[src/rtl/vga_wbm_arb_pkg.sv]
// Shared types and constants for the VGA core's two-requester Wishbone master arbiter.
package vga_wbm_arb_pkg;

  typedef enum logic [1:0] {
    IDLE = 2'd0,
    OWN0 = 2'd1,
    OWN1 = 2'd2
  } arb_state_e;

  localparam logic REQ0 = 1'b0;
  localparam logic REQ1 = 1'b1;

  localparam int TOUT_W_DEF = 8;

endpackage

[src/rtl/vga_wbm_arb_tout.sv]
// Bus-cycle watchdog: counts un-terminated strobe cycles and pulses expire_o on the
// (2**TOUT_W-1)th one, restarting the count. Holds while en_i is low; clr_i has priority.
module vga_wbm_arb_tout
  import vga_wbm_arb_pkg::*;
#(
  parameter int TOUT_W = TOUT_W_DEF
) (
  input  logic clk_i,
  input  logic rst_ni,
  input  logic clr_i,
  input  logic en_i,
  output logic expire_o
);

  logic [TOUT_W-1:0] cnt_q, cnt_d, cnt_inc;

  assign cnt_inc  = cnt_q + 1'b1;
  // Fires in the cycle the count would reach all-ones, so an ack in that same cycle wins.
  assign expire_o = en_i & ~clr_i & (&cnt_inc);

  always_comb begin
    cnt_d = cnt_q;
    if (clr_i || expire_o) begin
      cnt_d = '0;
    end else if (en_i) begin
      cnt_d = cnt_inc;
    end
  end

  always_ff @(posedge clk_i or negedge rst_ni) begin
    if (!rst_ni) begin
      cnt_q <= '0;
    end else begin
      cnt_q <= cnt_d;
    end
  end

endmodule

[src/rtl/vga_wbm_arb.sv]
// Round-robin arbiter for the VGA core's shared Wishbone master bus; grants are held for a whole CYC.
// Optional VGA_WBM_ARB_URGENT_EN adds m0_urgent_i, letting a starving line fifo jump the round-robin order.
module vga_wbm_arb
  import vga_wbm_arb_pkg::*;
#(
  parameter int TOUT_W = TOUT_W_DEF
) (
  input  logic        wb_clk_i,
  input  logic        rst_nreset_i,
`ifdef VGA_WBM_ARB_URGENT_EN
  input  logic        m0_urgent_i,
`endif
  input  logic        m0_cyc_i,
  input  logic        m0_stb_i,
  input  logic        m0_cab_i,
  input  logic        m0_we_i,
  input  logic [29:0] m0_adr_i,
  input  logic [3:0]  m0_sel_i,
  output logic        m0_ack_o,
  output logic        m0_err_o,
  input  logic        m1_cyc_i,
  input  logic        m1_stb_i,
  input  logic        m1_cab_i,
  input  logic        m1_we_i,
  input  logic [29:0] m1_adr_i,
  input  logic [3:0]  m1_sel_i,
  output logic        m1_ack_o,
  output logic        m1_err_o,
  output logic        wb_cyc_o,
  output logic        wb_stb_o,
  output logic        wb_cab_o,
  output logic        wb_we_o,
  output logic [29:0] wb_adr_o,
  output logic [3:0]  wb_sel_o,
  input  logic        wb_ack_i,
  input  logic        wb_err_i,
  output logic [1:0]  gnt_o,
  output logic        tout_o
);

  arb_state_e state_q;
  logic       last_q;
  logic       urg_q;
  logic       urgent;
  logic       pick0;
  logic       timeout;
  logic       own0, own1;

`ifdef VGA_WBM_ARB_URGENT_EN
  assign urgent = m0_urgent_i & m0_cyc_i;
`else
  assign urgent = 1'b0;
`endif

  // In IDLE m0 wins when alone, when m1 was the last owner, or when flagged urgent.
  assign pick0 = m0_cyc_i & (~m1_cyc_i | (last_q == REQ1) | urgent);

  always_ff @(posedge wb_clk_i or negedge rst_nreset_i) begin
    if (!rst_nreset_i) begin
      state_q <= IDLE;
      last_q  <= REQ1;
      urg_q   <= 1'b0;
    end else begin
      case (state_q)
        IDLE: begin
          if (pick0) begin
            state_q <= OWN0;
            urg_q   <= urgent;
          end else if (m1_cyc_i) begin
            state_q <= OWN1;
          end
        end
        OWN0: begin
          if (!m0_cyc_i) begin
            // An urgent grant is off the books: m1 keeps its turn.
            if (!urg_q) last_q <= REQ0;
            urg_q   <= 1'b0;
            state_q <= m1_cyc_i ? OWN1 : IDLE;
          end
        end
        OWN1: begin
          if (!m1_cyc_i) begin
            last_q <= REQ1;
            if (m0_cyc_i) begin
              state_q <= OWN0;
              urg_q   <= urgent;
            end else begin
              state_q <= IDLE;
            end
          end
        end
        default: state_q <= IDLE;
      endcase
    end
  end

  assign own0  = (state_q == OWN0);
  assign own1  = (state_q == OWN1);
  assign gnt_o = {own1, own0};

  always_comb begin
    wb_cyc_o = 1'b0;
    wb_stb_o = 1'b0;
    wb_cab_o = 1'b0;
    wb_we_o  = 1'b0;
    wb_adr_o = '0;
    wb_sel_o = '0;
    if (own0) begin
      wb_cyc_o = m0_cyc_i;
      wb_stb_o = m0_stb_i;
      wb_cab_o = m0_cab_i;
      wb_we_o  = m0_we_i;
      wb_adr_o = m0_adr_i;
      wb_sel_o = m0_sel_i;
    end else if (own1) begin
      wb_cyc_o = m1_cyc_i;
      wb_stb_o = m1_stb_i;
      wb_cab_o = m1_cab_i;
      wb_we_o  = m1_we_i;
      wb_adr_o = m1_adr_i;
      wb_sel_o = m1_sel_i;
    end
  end

  // Every grant is preceded by a cycle with wb_cyc_o low, which restarts the watchdog.
  vga_wbm_arb_tout #(
    .TOUT_W (TOUT_W)
  ) u_tout (
    .clk_i    (wb_clk_i),
    .rst_ni   (rst_nreset_i),
    .clr_i    (~wb_cyc_o | wb_ack_i | wb_err_i),
    .en_i     (wb_stb_o),
    .expire_o (timeout)
  );

  assign tout_o   = timeout;
  assign m0_ack_o = own0 & wb_ack_i;
  assign m1_ack_o = own1 & wb_ack_i;
  assign m0_err_o = own0 & (wb_err_i | timeout);
  assign m1_err_o = own1 & (wb_err_i | timeout);

endmodule
[config.mk]
export PLATFORM = sky130hd
export DESIGN_NAME = vga_wbm_arb
export DESIGN_NICKNAME = d
export VERILOG_FILES = /design/src/rtl/vga_wbm_arb_pkg.sv /design/src/rtl/vga_wbm_arb_tout.sv /design/src/rtl/vga_wbm_arb.sv
export SDC_FILE = /design/constraint.sdc
export NUM_CORES = 1
export LEC_CHECK = 0
export ABC_AREA = 1
export CORE_MARGIN = 3
export CORE_UTILIZATION = 29
export DETAILED_ROUTE_END_ITERATION = 10
export HOLD_SLACK_MARGIN = 0.15
export PLACE_DENSITY = 0.89
export SYNTH_ARGS = -nofsm -noshare
export SYNTH_HDL_FRONTEND = slang
export SYNTH_SLANG_ARGS = --single-unit
[constraint.sdc]
create_clock -name wb_clk_i -period 2.1 [get_ports wb_clk_i]
set_clock_uncertainty 0.2 [all_clocks]
set_input_delay 0.21 -clock wb_clk_i [delete_from_list [all_inputs] [get_ports wb_clk_i]]
set_output_delay 0.21 -clock wb_clk_i [all_outputs]
set_load 0.05 [all_outputs]
==> metrics.md, run 1 <==
| Metric | Value |
|---|---|
| Status | finished, violations left |
| Failing checks | negative setup slack |
| Synth cell count leaders | a22o_1 (36), nand2_1 (35), inv_1 (23) |
| Global Route Usage Sum | 27.1% |
| Area Overhead vs Synth | 190% |
| Routed len/inst | 24.4 um |
| DRC viols | 0 |
| Starting Density | 30.3% |
| Detailed Place HPWL | 5300 um |
| CTS max path bufs | 2 |
| Final min period | 2.34 ns |
| Post-synth EDFFs | 0 |
| R2R Setup Slk | -0.03 ns |
| Total CTS buffers | 3 |
| Cell with the most instances after synthesis | a22o_1 |
| Maximum VDD drop | 0.837 mV |
| Die Span X | 71.1 um |
| Setup TNS | -1.22 ns |
| Hold path depth | 4 |
| Core area | 4060 sq um |
| Initial antenna violation count | 0 |
| Slew headroom | 60.6% |
| Top cells by area, synth | a22o_1 (26%), dfrtp_1 (20%), nand2_1 (11%), inv_1 (7.0%), nor2_2 (4.6%) |
| Worst setup EP type | output pin |
| Worst-skew pair later-pin latency | 0.25 ns |
| Post-Layout Cell Count | 370 |
| Post-Syn Instances | 175 |
| Core Rows | 23 |
| Crit path max fanout | 4 |
| Async SR Flop Fraction | 100% |
| Synth top area share | 25.7% |
| Pin count of the biggest net entering global routing | 37 |
| Die Ht | 71.1 um |
| Mean Syn Cell Area | 7.02 sq um |
| I/O Buffers | 124 |
| Final Hold Fails | 0 |
| DRT antenna net count | 0 |
| Worst reg2reg startpoint | state_q[1] |
| PnR worst setup slack | -0.243 ns |
| Clk pin slew, worst setup/hold paths | 0.06 ns |
| Multi-input logic area | 1080 sq um |
| Synthesized area | 1230 sq um |
| Initial DRC Count | 212 |
| CTS tree | done |
| R2r endpoint | u_tout.cnt_q[0] |
| Gpl congestion | 0.982 |
| Die area | 5050 sq um |
| Period utilization | 112% |
| Post-Syn Nets | 257 |
| Vias in the first global route | 1856 |
| Final Slew Violations | 0 |
| CP Launch Type | register |
| Clk root buf | clkbuf_8 |
| Total grt overflow | 0 |
| Primary FF master, synth | dfrtp_1 |
| Share of cells above drive strength 1 | 45.6% |
| Fin util | 87.9% |
| Power, Total | 5030 uW |
| Reg area | 279 sq um |
| Hold Path Sink | u_tout.cnt_q[6] |
| Tightest Pin Transition | 0.590 ns |
| Register area share after synthesis | 22.5% |
| Cell variety after synth | 27 |
| Cell Chain, Critical Path | inv_2 -> nor2_4 -> nand2_2 -> nand2_4 -> nand3_4 -> nor2_4 -> nand3_4 -> a21oi_4 -> buf_12 |
| DP Cell Count | 348 |
| Synth area leader | a22o_1 |
| Yosys Warn Count | 0 |
| Min Hold Slack | 0.478 ns |
| Pwr dens | 1410 nW/um^2 |
| Worst path required time | 1.69 ns |
| Vias post-DR | 2080 |
| CP max stage cell | dfrtp_1 |
| First-pass DRT Iterations | 4 |
| Nets | 403 |
| # Max-Cap Violations | 0 |
| RSZ-0062 raised after global routing | true |
| I/O pins | 125 |
| Largest stage delay, worst path | 0.44 ns |
| Final WL | 9020 um |
| R2R depth | 11 |
| Synth Register Bits | 11 |
| Clock Sinks | 11 |
| Fillers | 163 |
| First-pass GRT wire length | 10500 um |
| Highest clock rate | 427 MHz |
| Leak pwr | 0.00146 uW |
| Htree depth | 1 |
| Crit path kind | register to output pin |
| Antenna diodes | 0 |
| Worst EP arrival | 1.93 ns |
| Vias/cell | 5.62 |
| Final setup vio count | 27 |
| Hold/Removal Path Class | register to register |
| Hold path start | u_tout.cnt_q[6] |
final cells by class:
cell class / count / share of cell area [%]
Timing Repair Buffer: 152 / 55.9
Sequential cell: 11 / 7.83
Inverter: 26 / 2.95
Tap cell: 50 / 1.76
Clock buffer: 4 / 1.26
Multi-Input combinational cell: 127 / 30.3
worst max path at each step:
stage,from,end,slack [ns],cells after the start
after global routing,state_q[1],m1_err_o,-0.29,9
after CTS,u_tout.cnt_q[1],m0_err_o,-0.11,11
after floorplan,state_q[0],m0_err_o,-0.10,8
final,state_q[1],m1_err_o,-0.24,9
after global placement,m0_cyc_i,m1_err_o,0.1,8
after detailed placement,u_tout.cnt_q[1],m1_err_o,0.06,8
per-stage QoR:
| step | cell area [sq um] | setup WS [ns] |
|---|---|---|
| final | 3560 | -0.243 |
| after global routing | 3560 | -0.287 |
| after CTS | 3240 | -0.107 |
| after detailed placement | 3020 | 0.0628 |
| after global placement | 3020 | 0.0977 |
| after floorplan | 1250 | -0.102 |
worst max-delay path, delay by kind of cell (launching register included):
kind	cells	cell delay, ns
DFF	1	0.44
buffers and inverters	2	0.25
and+or+nand+nor	6	0.79
AOI/OAI and AO/OA	1	0.19
power by group:
| part | switching (uW) | leakage [uW] | internal [uW] |
|---|---|---|---|
| Clock | 94.8 | 0.0000228 | 134 |
| Sequential | 39.6 | 0.000144 | 249 |
| Combinational | 2420 | 0.00129 | 2090 |
metal layers:
| metal | up-vias | wire (um) | part of all wire [%] | global-route usage (%) |
|---|---|---|---|---|
| li1 | 892 | - | - | - |
| met1 | 1003 | 3270 | 36 | 33.2 |
| met2 | 156 | 4760 | 53 | 48.8 |
| met3 | 29 | 699 | 7.8 | 4.97 |
| met4 | 0 | 284 | 3.1 | 6.26 |
| met5 | - | 0 | 0 | 0 |
cell usage in the layout (no fill, tap or decap), types with 2 or more instances in the layout:
cell type / count
clkbuf_8: 3
clkdlybuf4s50_1: 79
nand2_4: 7
nand3_4: 2
nor2_2: 9
a22o_4: 7
ha_4: 2
buf_4: 18
a21oi_4: 2
a22o_1: 28
inv_1: 17
o21ai_0: 5
nand4_1: 2
dfrtp_2: 2
nand2_1: 20
buf_6: 4
inv_2: 7
nand3_2: 5
dfrtp_1: 8
buf_12: 48
o21ai_1: 6
nor2_4: 10
clkinvlp_4: 2
nand3_1: 2
nand2_2: 13
logic make-up after synthesis:
family	share of synthesized area, %
AOI/OAI and AO/OA	32.2
xor gates and xnor gates	0.713
adders and majority gates	2.04
buffers and inverters	12.8
DFF	22.5
and+or+nand+nor	29.7
sequential cells by signal (all words and copies together), names as in the netlist:
register      cells
u_tout.cnt_q      8
last_q            1
state_q           2
timing repair:
item,CTS,global route
pin swaps,10,19
resized for setup,38,39
setup endpoints to repair,11,7
endpoints found under the hold margin,10,0
hold buffers,1,0
cloned,0,1
buffers inserted,4,12
No activity file was read; power rests on OpenSTA's default activity.
==> inputs of run 2 (changes only) <==
--- a/config.mk
+++ b/config.mk
@@ -10,7 +10,7 @@
 export CORE_UTILIZATION = 29
 export DETAILED_ROUTE_END_ITERATION = 10
 export HOLD_SLACK_MARGIN = 0.15
-export PLACE_DENSITY = 0.89
+export PLACE_DENSITY = 0.8
 export SYNTH_ARGS = -nofsm -noshare
 export SYNTH_HDL_FRONTEND = slang
 export SYNTH_SLANG_ARGS = --single-unit
==> metrics.md, run 2 (synthesis gave the netlist of run 1 again) <==
| Metric | Value |
|---|---|
| Hold/Removal Path Class | register to register |
| Total CTS buffers | 3 |
| Tightest Pin Transition | 0.535 ns |
| Vias/cell | 5.06 |
| Worst setup EP type | output pin |
| First-pass DRT Iterations | 4 |
| DRC viols | 0 |
| Failing checks | negative setup slack |
| Crit path max fanout | 3 |
| Vias in the first global route | 1796 |
| Cell Chain, Critical Path | buf_6 -> ha_4 -> nand2_4 -> nand2_4 -> nor2_4 -> nand2_2 -> nor2_4 -> nand3_4 -> a21oi_4 -> buf_12 |
| Initial antenna violation count | 0 |
| Die Ht | 71.1 um |
| Leak pwr | 0.00133 uW |
| DP Cell Count | 347 |
| Crit path kind | register to output pin |
| Worst-skew pair later-pin latency | 0.24 ns |
| Vias post-DR | 1811 |
| Top reg by flops | u_tout.cnt_q |
| # Max-Cap Violations | 0 |
| Routed len/inst | 18.5 um |
| Share of cells above drive strength 1 | 36.7% |
| Worst reg2reg startpoint | u_tout.cnt_q[1] |
| Detailed Place HPWL | 5170 um |
| Core Rows | 23 |
| Htree depth | 1 |
| Pwr dens | 1390 nW/um^2 |
| Nets | 391 |
| R2R depth | 10 |
| Final Slew Violations | 0 |
| Fin util | 80.1% |
| Global Route Usage Sum | 24.9% |
| RSZ-0062 raised after global routing | true |
| Clk root buf | clkbuf_8 |
| CTS tree | done |
| Core area | 4060 sq um |
| Largest stage delay, worst path | 0.39 ns |
| DRT antenna net count | 0 |
| Slew headroom | 64.2% |
| PnR worst setup slack | -0.244 ns |
| Largest register FFs | 8 |
| Reg area | 279 sq um |
| Die area | 5050 sq um |
| Placed cell area | 3010 sq um |
| Clock Sinks | 11 |
| CP max stage cell | dfrtp_1 |
| Post-Layout Cell Count | 358 |
| Commonest non-fill, non-tap cell in the layout | clkdlybuf4s50_1 |
| Clk pin slew, worst setup/hold paths | 0.05 ns |
| CP Launch Type | register |
| Final setup vio count | 3 |
| Regs by FF count | u_tout.cnt_q: 8 flops, state_q: 2 flops, last_q: 1 flops |
| Fillers | 259 |
| Pin count of the biggest net entering global routing | 25 |
| Final Hold Fails | 0 |
| Worst path required time | 1.69 ns |
| I/O Buffers | 124 |
| R2R Setup Slk | 0.25 ns |
| Starting Density | 30.3% |
| Gpl congestion | 0.929 |
| Worst EP arrival | 1.93 ns |
| Hold path depth | 2 |
| Total grt overflow | 0 |
| Leading cell types in the layout, fill and taps excluded | clkdlybuf4s50_1 (79), buf_12 (45), a22o_1 (34), nand2_1 (26), inv_1 (20) |
| Area Overhead vs Synth | 164% |
| First-pass GRT wire length | 9740 um |
| Status | finished, violations left |
| Maximum VDD drop | 0.804 mV |
| Initial DRC Count | 69 |
| Period utilization | 112% |
| Final WL | 6640 um |
| Die Span X | 71.1 um |
| Highest clock rate | 427 MHz |
| R2r endpoint | u_tout.cnt_q[4] |
| Final min period | 2.34 ns |
| Hold Path Sink | last_q |
| I/O pins | 125 |
| Multi-input logic area | 943 sq um |
| Hold path start | last_q |
| CTS max path bufs | 2 |
| Setup TNS | -0.554 ns |
| Antenna diodes | 0 |
| Final std cell area, no fill | 3250 sq um |
| Min Hold Slack | 0.339 ns |
[run 2: changes by cell type in the layout (fill, tap and decap cells not counted), moves of 4 or more]
cell | before | now
nor2_4 | 10 | 6
a22o_1 | 28 | 34
nand2_1 | 20 | 26
a22o_4 | 7 | 2
buf_4 | 18 | 13
[run 2: critical path, delay by kind of cell (launching register included)]
family	cells	cell delay (ns)
and+or+nand+nor	6	0.63
DFF	1	0.39
buffers and inverters	2	0.29
AOI/OAI and AO/OA	1	0.21
adders and majority gates	1	0.17
[run 2: routing by layer]
layer | vias to the layer above | global-route usage [%] | part of all wire (%) | wire (um)
met5 | - | 0 | 0 | 0
li1 | 861 | - | - | -
met1 | 848 | 31.8 | 39 | 2600
met2 | 90 | 44.9 | 52 | 3450
met3 | 12 | 3.55 | 7.2 | 477
met4 | 0 | 3.97 | 1.6 | 106
[run 2: per-stage QoR]
step / total power, uW / setup WS [ns]
finish: 4530 / -0.244
global route: 4670 / -0.325
CTS: 4530 / -0.0984
detailed placement: 4220 / -0.0188
global placement: 4180 / 0.0884
floorplan: 2270 / -0.102
[run 2: worst max path at each step]
stage                    start       end  cells after the start
3_3_place_gp          m0_cyc_i  m1_err_o                      8
6_report       u_tout.cnt_q[1]  m1_err_o                     10
4_1_cts        u_tout.cnt_q[1]  m0_err_o                     10
2_1_floorplan       state_q[0]  m0_err_o                      8
5_1_grt        u_tout.cnt_q[1]  m1_err_o                     11
3_5_place_dp   u_tout.cnt_q[0]  m1_err_o                      9
[run 2: repair_timing]
item                                    4_1_cts  5_1_grt
hold buffers                                  1        0
hold endpoints to repair                     10        0
gates resized for setup                      18       19
setup buffers                                 4        2
endpoints found under the setup margin        3       10
pin swaps                                    10       13
gates cloned                                  0        0
[run 2: report_power, final]
group	internal (uW)	switching (uW)	leakage [uW]
Clock	134	82.7	0.0000228
Sequential	249	33.6	0.000144
Combinational	1850	2180	0.00117
[run 2: final cells by class]
class	count	area share, %
inverter	26	3.00
tap	50	1.93
clock buffer	4	1.39
timing repair buffer	140	56.1
multi-input combinational	127	29.0
sequential	11	8.59
==> inputs of run 3 (changes only) <==
--- a/config.mk
+++ b/config.mk
@@ -5,12 +5,12 @@
 export SDC_FILE = /design/constraint.sdc
 export NUM_CORES = 1
 export LEC_CHECK = 0
-export ABC_AREA = 1
+export ABC_AREA = 0
 export CORE_MARGIN = 3
-export CORE_UTILIZATION = 29
+export CORE_UTILIZATION = 28
 export DETAILED_ROUTE_END_ITERATION = 10
 export HOLD_SLACK_MARGIN = 0.15
-export PLACE_DENSITY = 0.8
+export PLACE_DENSITY = 0.81
 export SYNTH_ARGS = -nofsm -noshare
 export SYNTH_HDL_FRONTEND = slang
 export SYNTH_SLANG_ARGS = --single-unit
==> metrics.md, run 3 <==
| Metric | Value |
|---|---|
| Pwr dens | 686 nW/um^2 |
| Largest delay contributor family on the critical path | compound AO/OA/AOI/OAI gates |
| Hold path start | last_q |
| Top cells by area, synth | a22o_1 (29%), dfrtp_1 (22%), xnor2_1 (6.2%), nand3b_4 (3.5%), nor3_1 (2.6%) |
| Total stage count of the critical path | 7 |
| Core area | 3770 sq um |
| Post-Layout Cell Count | 302 |
| Clk pin slew, worst setup/hold paths | 0.05 ns |
| Worst reg2reg startpoint | u_tout.cnt_q[0] |
| Vias in the first global route | 1796 |
| Primary FF master, synth | dfrtp_1 |
| CP Launch Type | register |
| Worst setup EP type | output pin |
| Leak pwr | 0.00123 uW |
| Power, Total | 2100 uW |
| Share of total power in the clock network | 10.4% |
| Detailed Place HPWL | 5010 um |
| Routed len/inst | 19.4 um |
| Regs by FF count | u_tout.cnt_q: 8 flops, state_q: 2 flops, last_q: 1 flops |
| Gpl congestion | 0.890 |
| Initial antenna violation count | 0 |
| Post-Syn Nets | 207 |
| Clock Sinks | 11 |
| Die Ht | 69.6 um |
| P_sw | 923 uW |
| Initial DRC Count | 84 |
| Core Rows | 22 |
| PnR worst setup slack | -0.256 ns |
| First-pass DRT Iterations | 4 |
| I/O pins | 125 |
| Global Route Usage Sum | 24.2% |
| Synth cell count leaders | a22o_1 (38), dfrtp_1 (10), xnor2_1 (8) |
| Die area | 4850 sq um |
| Leading cell types in the layout, fill and taps excluded | clkdlybuf4s50_1 (79), buf_12 (46), a22o_1 (36), buf_4 (11), xnor2_1 (8) |
| Die Span X | 69.6 um |
| Fin util | 81.2% |
| DRT antenna net count | 0 |
| Largest stage delay, worst path | 0.45 ns |
| CP max stage cell | dfrtp_2 |
| Top reg by flops | u_tout.cnt_q |
| Final Hold Fails | 0 |
| CTS tree | done |
| Combinational power share | 77.6% |
| Maximum VDD drop | 0.523 mV |
| Starting Density | 30.1% |
| Final WL | 5860 um |
| Total grt overflow | 0 |
| Switching power share of the total | 44.0% |
| DP Cell Count | 296 |
| RSZ-0062 raised after global routing | true |
| Hold/Removal Path Class | register to register |
| Nets | 337 |
| CTS max path bufs | 2 |
| Synthesized area | 1130 sq um |
| Highest clock rate | 424 MHz |
| Cell variety after synth | 34 |
| Placed cell area | 2960 sq um |
| Crit path max fanout | 5 |
| R2R depth | 7 |
| Slew headroom | 64.6% |
| Largest register FFs | 8 |
| Cell with the most instances after synthesis | a22o_1 |
| Tightest Pin Transition | 0.517 ns |
| Async SR Flop Fraction | 100% |
| Post-synth EDFFs | 0 |
| CP startpoint | u_tout.cnt_q[0] |
| Status | finished, violations left |
| Worst-skew pair later-pin latency | 0.24 ns |
| Period utilization | 112% |
| Final Slew Violations | 0 |
| Share of cells above drive strength 1 | 31.9% |
| # Max-Cap Violations | 0 |
| Area Overhead vs Synth | 170% |
| Cell Chain, Critical Path | inv_2 -> ha_1 -> nand4_1 -> a211o_1 -> a211oi_4 -> a22o_4 -> buf_12 |
| Commonest non-fill, non-tap cell in the layout | clkdlybuf4s50_1 |
| Worst path required time | 1.69 ns |
| Synth area leader | a22o_1 |
| I/O Buffers | 124 |
| Crit path kind | register to output pin |
| Internal power | 1170 uW |
| Total CTS buffers | 3 |
| Final min period | 2.36 ns |
| Antenna diodes | 0 |
| First-pass GRT wire length | 9340 um |
| Post-Syn Instances | 125 |
| Register area share after synthesis | 24.4% |
| DRC viols | 0 |
| Sequential Power Share | 12.0% |
| Vias/cell | 5.33 |
| Yosys Warn Count | 0 |
| Synth top area share | 29.4% |
| Hold path depth | 2 |
| Worst EP arrival | 1.95 ns |
| Clk root buf | clkbuf_8 |
| Vias post-DR | 1609 |
| Pin count of the biggest net entering global routing | 29 |
| Final std cell area, no fill | 3060 sq um |
| Final setup vio count | 3 |
| Crit path buffers/inverters | 2 |
| Htree depth | 1 |
| Failing checks | negative setup slack |
| Mean Syn Cell Area | 9.07 sq um |
| Synth Register Bits | 11 |
## run 3: cell count changes after synthesis, moves of 4 or more
cell | before | now
xnor2_1 | 0 | 8
o21ai_1 | 6 | 0
nor3_1 | 1 | 6
nor2_1 | 9 | 4
inv_1 | 23 | 5
clkbuf_1 | 1 | 7
nor2_2 | 9 | 0
a211oi_1 | 0 | 4
nand3_1 | 7 | 1
buf_2 | 6 | 2
nand2_1 | 35 | 3
## run 3: cell type report
cell class / instances / area (sq um)
Fill cell: 210 / 711
Tap cell: 48 / 60.1
Multi-Input combinational cell: 96 / 840
Clock buffer: 4 / 45.0
Inverter: 5 / 18.8
Sequential cell: 11 / 282
Timing Repair Buffer: 138 / 1820
## run 3: layer usage
metal	vias to the layer above	share of wire [%]	track usage (%)	wire (um)
met5	-	0	0	0
met4	0	1.8	4.89	106
met3	10	6.0	5.65	351
met2	90	58	48.5	3400
met1	760	34	25.1	2000
li1	749	-	-	-
## run 3: timing repair
action / in CTS / in global routing
setup endpoints to repair: 29 / 42
gates resized for setup: 2 / 11
hold buffers: 1 / 0
cloned: 0 / 0
pin swaps: 1 / 1
buffers inserted: 1 / 0
hold endpoints to repair: 10 / 0
## run 3: worst paths after layout
path / endpoint / slack [ns]
min: last_q / 0.33
min in group asynchronous: u_tout.cnt_q[3] / 0.66
max in group asynchronous: state_q[0] / 0.66
min reg2reg: last_q / 0.33
max reg2reg: u_tout.cnt_q[1] / 0.08
max: m0_err_o / -0.26
## run 3: power groups by stage
stage | sequential, uW | clock, uW | combinational, uW
floorplan | 240 | 0 | 788
global placement | 252 | 0 | 1590
detailed placement | 253 | 0 | 1610
CTS | 251 | 221 | 1620
global route | 257 | 228 | 1680
finish | 253 | 218 | 1630
## run 3: logic make-up after synthesis
| logic type | synth area share, % |
|---|---|
| AOI/OAI and AO/OA | 41.3 |
| and+or+nand+nor | 17.5 |
| buffers and inverters | 7.62 |
| DFF | 24.4 |
| xor gates and xnor gates | 6.95 |
| adders and majority gates | 2.21 |
## run 3: tightest hold or removal path, delay by kind of cell, from the launching register on
family / cells / cell delay, ns
AOI/OAI and AO/OA: 2 / 0.14
DFF: 1 / 0.38
## run 3: through the flow
step / setup slack, ns / hold WS [ns] / TNS, ns
after floorplan: -0.112 / -0.286 / -0.112
after global placement: -0.0635 / 0.297 / -0.121
after detailed placement: -0.103 / 0.322 / -0.290
after CTS: -0.264 / 0.325 / -0.766
after global routing: -0.306 / 0.363 / -0.889
final: -0.256 / 0.327 / -0.730
==> edit 1: new RTL, config.mk and constraints of run 3 <==
Build with the macro `VGA_WBM_ARB_URGENT_EN` defined.
--- a/src/rtl/vga_wbm_arb.sv
+++ b/src/rtl/vga_wbm_arb.sv
@@ -1,4 +1,6 @@
 // Round-robin arbiter for the VGA core's shared Wishbone master bus; grants are held for a whole CYC.
 // Optional VGA_WBM_ARB_URGENT_EN adds m0_urgent_i, letting a starving line fifo jump the round-robin order.
+`define VGA_WBM_ARB_URGENT_EN
+
 module vga_wbm_arb
   import vga_wbm_arb_pkg::*;
Interface: changed (added m0_urgent_i); port bits go from 125 to 126. The function was not compared with the original's and may differ.
==> edit 1 against run 3 <==
  * The run still ends with setup timing left
  * Setup slack worse by 19 ps
  * Hold slack worse by 19 ps
  * Sequential cell count up 1
  * Routed wire length is 18% higher
  * Power down 7.6%
  * Synthesized area rose by 5.4%
  * Utilization decreased by 0.46 points
  * Cell area rose by 7.0%
  * Critical endpoint unchanged
==> edit 1: results (changes against run 3) <==
The combinational share of power was 74.4% (was 77.6%). The average routed wire per standard cell came out at 21.0 um (was 19.4 um). The met1 usage came out at 26.7% (was 25.1%). The leakage power is 0.00132 uW (was 0.00123 uW). The post-synthesis cell count is 133 (was 125).

The power consumed by sequential cells came out at 272 uW (was 253 uW). The number of iterations in the first detailed-routing pass came out at 5 (was 4). The arrival time at the worst endpoint is 1960 ps. The synthesized net count is 216 (was 207). The number of setup violations in the final report came out at 3 (unchanged). The number of placed instances, taps included came out at 321 (was 296). The number of different library cells in the post-synthesis netlist came to 39 (was 34). The post-cts gate resize count came out at 1 (was 2). Registers with the most flip-flops: u_tout.cnt_q x8, state_q x2 (was u_tout.cnt_q x8, state_q x2, last_q x1). The met2 demand-to-capacity share in global routing came to 46.5% (was 48.5%).

Most instantiated cells after synthesis: a22o_1 (36), dfrtp_1 (11), xnor2_1 (8) (was a22o_1 (38), dfrtp_1 (10), xnor2_1 (8), clkbuf_1 (7), nor3_1 (6)). The final worst hold slack is 308 ps (was 327 ps). Violations in the final reports: setup timing (unchanged). The post-synthesis sequential area ratio came out at 25.2% (was 24.4%). The via count of the first global-routing pass was 1864 (was 1796).

The worst setup slack before clock tree synthesis is -129 ps (was -103 ps). The synthesized-area fraction occupied by ao, oa, aoi and oai cells came out at 42.6% (was 41.3%). The global routing met3 resource utilization is 10.4% (was 5.65%). The worst flop-to-flop path startpoint was u_tout.cnt_q[1] (was u_tout.cnt_q[0]). The overall via count from detail_route came out at 1744 (was 1609). The slew at the pin closest to its max-slew limit came out at 546 ps (was 517 ps). The maximum ir drop on the vdd rail came out at 0.424 mV (was 0.523 mV). The HPWL after detailed placement came to 5300 um (was 5010 um). The count of input and output buffers is 125 (was 124). The placement-stage cell area came out at 0.00312 sq mm (was 0.00296 sq mm).

The total negative slack for setup checks is -800 ps (was -730 ps). The all-layer global routing usage came out at 25.3% (was 24.2%). The final wirelength is 6920 um (was 5860 um). The placer's final routability congestion estimate is 0.824 (was 0.890). The xor and xnor fraction of the mapped netlist area came out at 6.60% (was 6.95%). The slack of the worst reg-to-reg path is 50 ps (was 80 ps). The final worst-path setup slack is -275 ps (was -256 ps). The layout net count is 364 (was 337).

The first-pass GRT wire length was 9840 um (was 9340 um). The adder-cell share of the synthesized area was 2.09% (was 2.21%). Result of the run: complete, but fails checks (unchanged). The fraction of layout cells with a size suffix above 1 was 34.3% (was 31.9%).
## edit 1: layer usage
layer	routed length [um]	share of wire, %
met1	2360	34
met2	3730	54
met3	657	9.5
met4	172	2.5
met5	0	0
## edit 1: cell type report
type | instances | area, sq um
flip-flops and latches | 12 | 305
fillers | 231 | 783
repair buffers | 155 | 1980
well taps | 50 | 62.6
clock buffers | 4 | 45.0
multi-input cells | 102 | 858
inverters | 7 | 26.3
## edit 1: worst max path at each step
stage                               start        to
after detailed placement         m0_stb_i    tout_o
after global routing      u_tout.cnt_q[0]  m0_err_o
final                     u_tout.cnt_q[1]  m0_err_o
after floorplan           u_tout.cnt_q[3]  m0_err_o
after CTS                 u_tout.cnt_q[0]  m0_err_o
after global placement           m0_stb_i    tout_o
## edit 1: worst max-delay path, delay by kind of cell (launching register included)
kind / cells / cell delay [ps]
buffers and inverters: 2 / 320
adder cells (fa/ha/maj): 1 / 190
AO/OA/AOI/OAI: 3 / 620
flip-flops: 1 / 460
XOR/XNOR: 1 / 120
==> edit 2: new RTL, config.mk and constraints of run 3 <==
Without the edit above. Register the outputs `m0_err_o` and `m1_err_o`, cleared by the reset; this adds one clock of latency there. The other outputs are not delayed to match.
--- a/src/rtl/vga_wbm_arb.sv
+++ b/src/rtl/vga_wbm_arb.sv
@@ -137,6 +137,13 @@
   assign m0_ack_o = own0 & wb_ack_i;
   assign m1_ack_o = own1 & wb_ack_i;
-  assign m0_err_o = own0 & (wb_err_i | timeout);
-  assign m1_err_o = own1 & (wb_err_i | timeout);
+  always_ff @(posedge wb_clk_i or negedge rst_nreset_i) begin
+    if (!rst_nreset_i) begin
+      m0_err_o <= '0;
+      m1_err_o <= '0;
+    end else begin
+      m0_err_o <= own0 & (wb_err_i | timeout);
+      m1_err_o <= own1 & (wb_err_i | timeout);
+    end
+  end
 
 endmodule
Behaviour: not the same (a bounded check fails within 4 cycles, from zero or initial values and one cycle with rst_nreset_i low).
==> edit 2 against run 3 <==
  * The flow still finishes with violations (setup timing)
  * Setup slack better by 100 ps
  * Cell area up 1.1%
  * Synthesized area up 4.4%
  * Routed wire length down 9.7%
  * Synthesized cell count rose by 1.6%
  * Count of clock-buffer cells in the layout is 1 lower
  * Sequential cell count increased by 2
  * Power grew 1.2%
  * Critical path type unchanged
  * Largest cell class unchanged
  * Largest power group unchanged
  * Highest routed layer unchanged
==> edit 2: results (changes against run 3) <==
Result of the run: complete, but fails checks (unchanged). Violations in the final reports: setup timing (unchanged). The count of filler cells inserted in the layout came out at 258 (was 210). Most instantiated cells after synthesis: a22o_1 (38), dfrtp_1 (12), xnor2_1 (8), clkbuf_1 (7), nor3_1 (6) (was a22o_1 (38), dfrtp_1 (10), xnor2_1 (8), clkbuf_1 (7), nor3_1 (6)). The average routed wire per standard cell came out at 17.1 um (was 19.4 um). The HPWL after detailed placement is 4480 um (was 5010 um). The worst flop-to-flop path startpoint is u_tout.cnt_q[1] (was u_tout.cnt_q[0]). The first-pass GRT wire length came out at 8380 um (was 9340 um). The switching power came out at 924 uW (was 923 uW). The maximum cell stage delay along the critical path is 410 ps (was 450 ps). The layout net count came out at 342 (was 337). The final worst-path setup slack is -155 ps (was -256 ps). The number of design-rule violations left by the first detailed-router iteration came to 58 (was 84). The all-layer global routing usage came out at 21.0% (was 24.2%).

The synthesized net count came out at 209 (was 207). The fraction of post-synthesis cell area in the top cell type by area is 28.1% (was 29.4%). Biggest area contributors in the synthesized netlist: a22o_1 (28%), dfrtp_1 (25%), xnor2_1 (5.9%), nand3b_4 (3.4%), nor3_1 (2.5%) (was a22o_1 (29%), dfrtp_1 (22%), xnor2_1 (6.2%), nand3b_4 (3.5%), nor3_1 (2.6%)). The fraction of layout cells with a size suffix above 1 came out at 29.7% (was 31.9%). The post-detailed-route via-to-cell ratio was 5.16 (was 5.33). The pin count of the biggest net entering global routing is 34 (was 29). The number of setup violations in the final report came out at 1 (was 3).

The placement-stage cell area was 0.00298 sq mm (was 0.00296 sq mm). The max-slew headroom at the worst pin came out at 59.1% (was 64.6%). The slowest cell on the critical path is dfrtp_1 (was dfrtp_2).

The placer's final routability congestion estimate came to 0.812 (was 0.890). The highest fanout seen on the critical path came to 4 (was 5). The number of iterations in the first detailed-routing pass is 5 (was 4).

Registers with the most flip-flops: u_tout.cnt_q x8, state_q x2 (was u_tout.cnt_q x8, state_q x2, last_q x1). The count of input and output buffers is 124 (unchanged).
edit 2: worst max path at each step:
stage | slack (ps) | from | depth (start not counted) | endpoint
after floorplan | -120 | u_tout.cnt_q[0] | 4 | tout_o
after global placement | -40 | m0_stb_i | 5 | tout_o
after detailed placement | -70 | m0_stb_i | 5 | tout_o
after CTS | -150 | u_tout.cnt_q[0] | 5 | tout_o
after global routing | -210 | u_tout.cnt_q[1] | 5 | tout_o
final | -160 | u_tout.cnt_q[1] | 5 | tout_o
edit 2: worst register-to-register path, stage by stage (launching register included):
cell and delay, ps:
dfrtp_1 410, ha_2 220, xnor2_1 130, a211o_1 330, buf_4 160, a211oi_4 220
buf_4 180, a2111oi_1 50
edit 2: cells by family (layout without fill, tap and decap cells):
kind of cell,Yosys count,after routing,synth area share [%]
compound gates,55,55,39.5
xor+xnor,9,9,6.66
fa+ha+maj,2,2,2.11
buf+inv,18,150,7.29
flops,13,13,27.6
simple gates,30,30,16.8
edit 2: power by group through the flow:
stage	clock network [uW]	registers, uW	logic [uW]
2_1_floorplan	0	296	768
3_3_place_gp	0	299	1580
3_5_place_dp	0	302	1590
4_1_cts	223	299	1600
5_1_grt	236	305	1650
6_report	218	302	1600
edit 2: layer usage:
layer / GRT usage (%) / wire length [um] / vias to the layer above
met5: 0 / 0 / -
met4: 8.14 / 165 / 0
met3: 6.96 / 440 / 14
met2: 38.4 / 2870 / 77
met1: 22.1 / 1810 / 749
li1: - / - / 755
edit 2: area by class of cell:
type	instances	area, sq um	area share [%]
repair buffers	141	1820	58.7
multi-input cells	96	821	26.5
flip-flops and latches	13	329	10.6
well taps	50	62.6	2.02
clock buffers	3	41.3	1.33
inverters	5	18.8	0.607
clock inverters	1	5.00	0.162
edit 2: stage by stage:
step / instances / power [uW] / hold WS [ps] / worst slack (ps) / setup TNS [ps]
final: 309 / 2120 / 337 / -155 / -155
after global routing: 309 / 2190 / 358 / -214 / -214
after CTS: 309 / 2120 / 341 / -147 / -147
after floorplan: 127 / 1060 / -286 / -116 / -116
after global placement: 300 / 1880 / 302 / -43.7 / -43.7
after detailed placement: 300 / 1890 / 333 / -70.4 / -95.1
edit 2: timing repair:
item	CTS	global route
gates resized for setup	5	5
endpoints found under the setup margin	32	32
hold endpoints to repair	7	0
buffers inserted	4	0
hold buffers	1	0
pin swaps	4	1
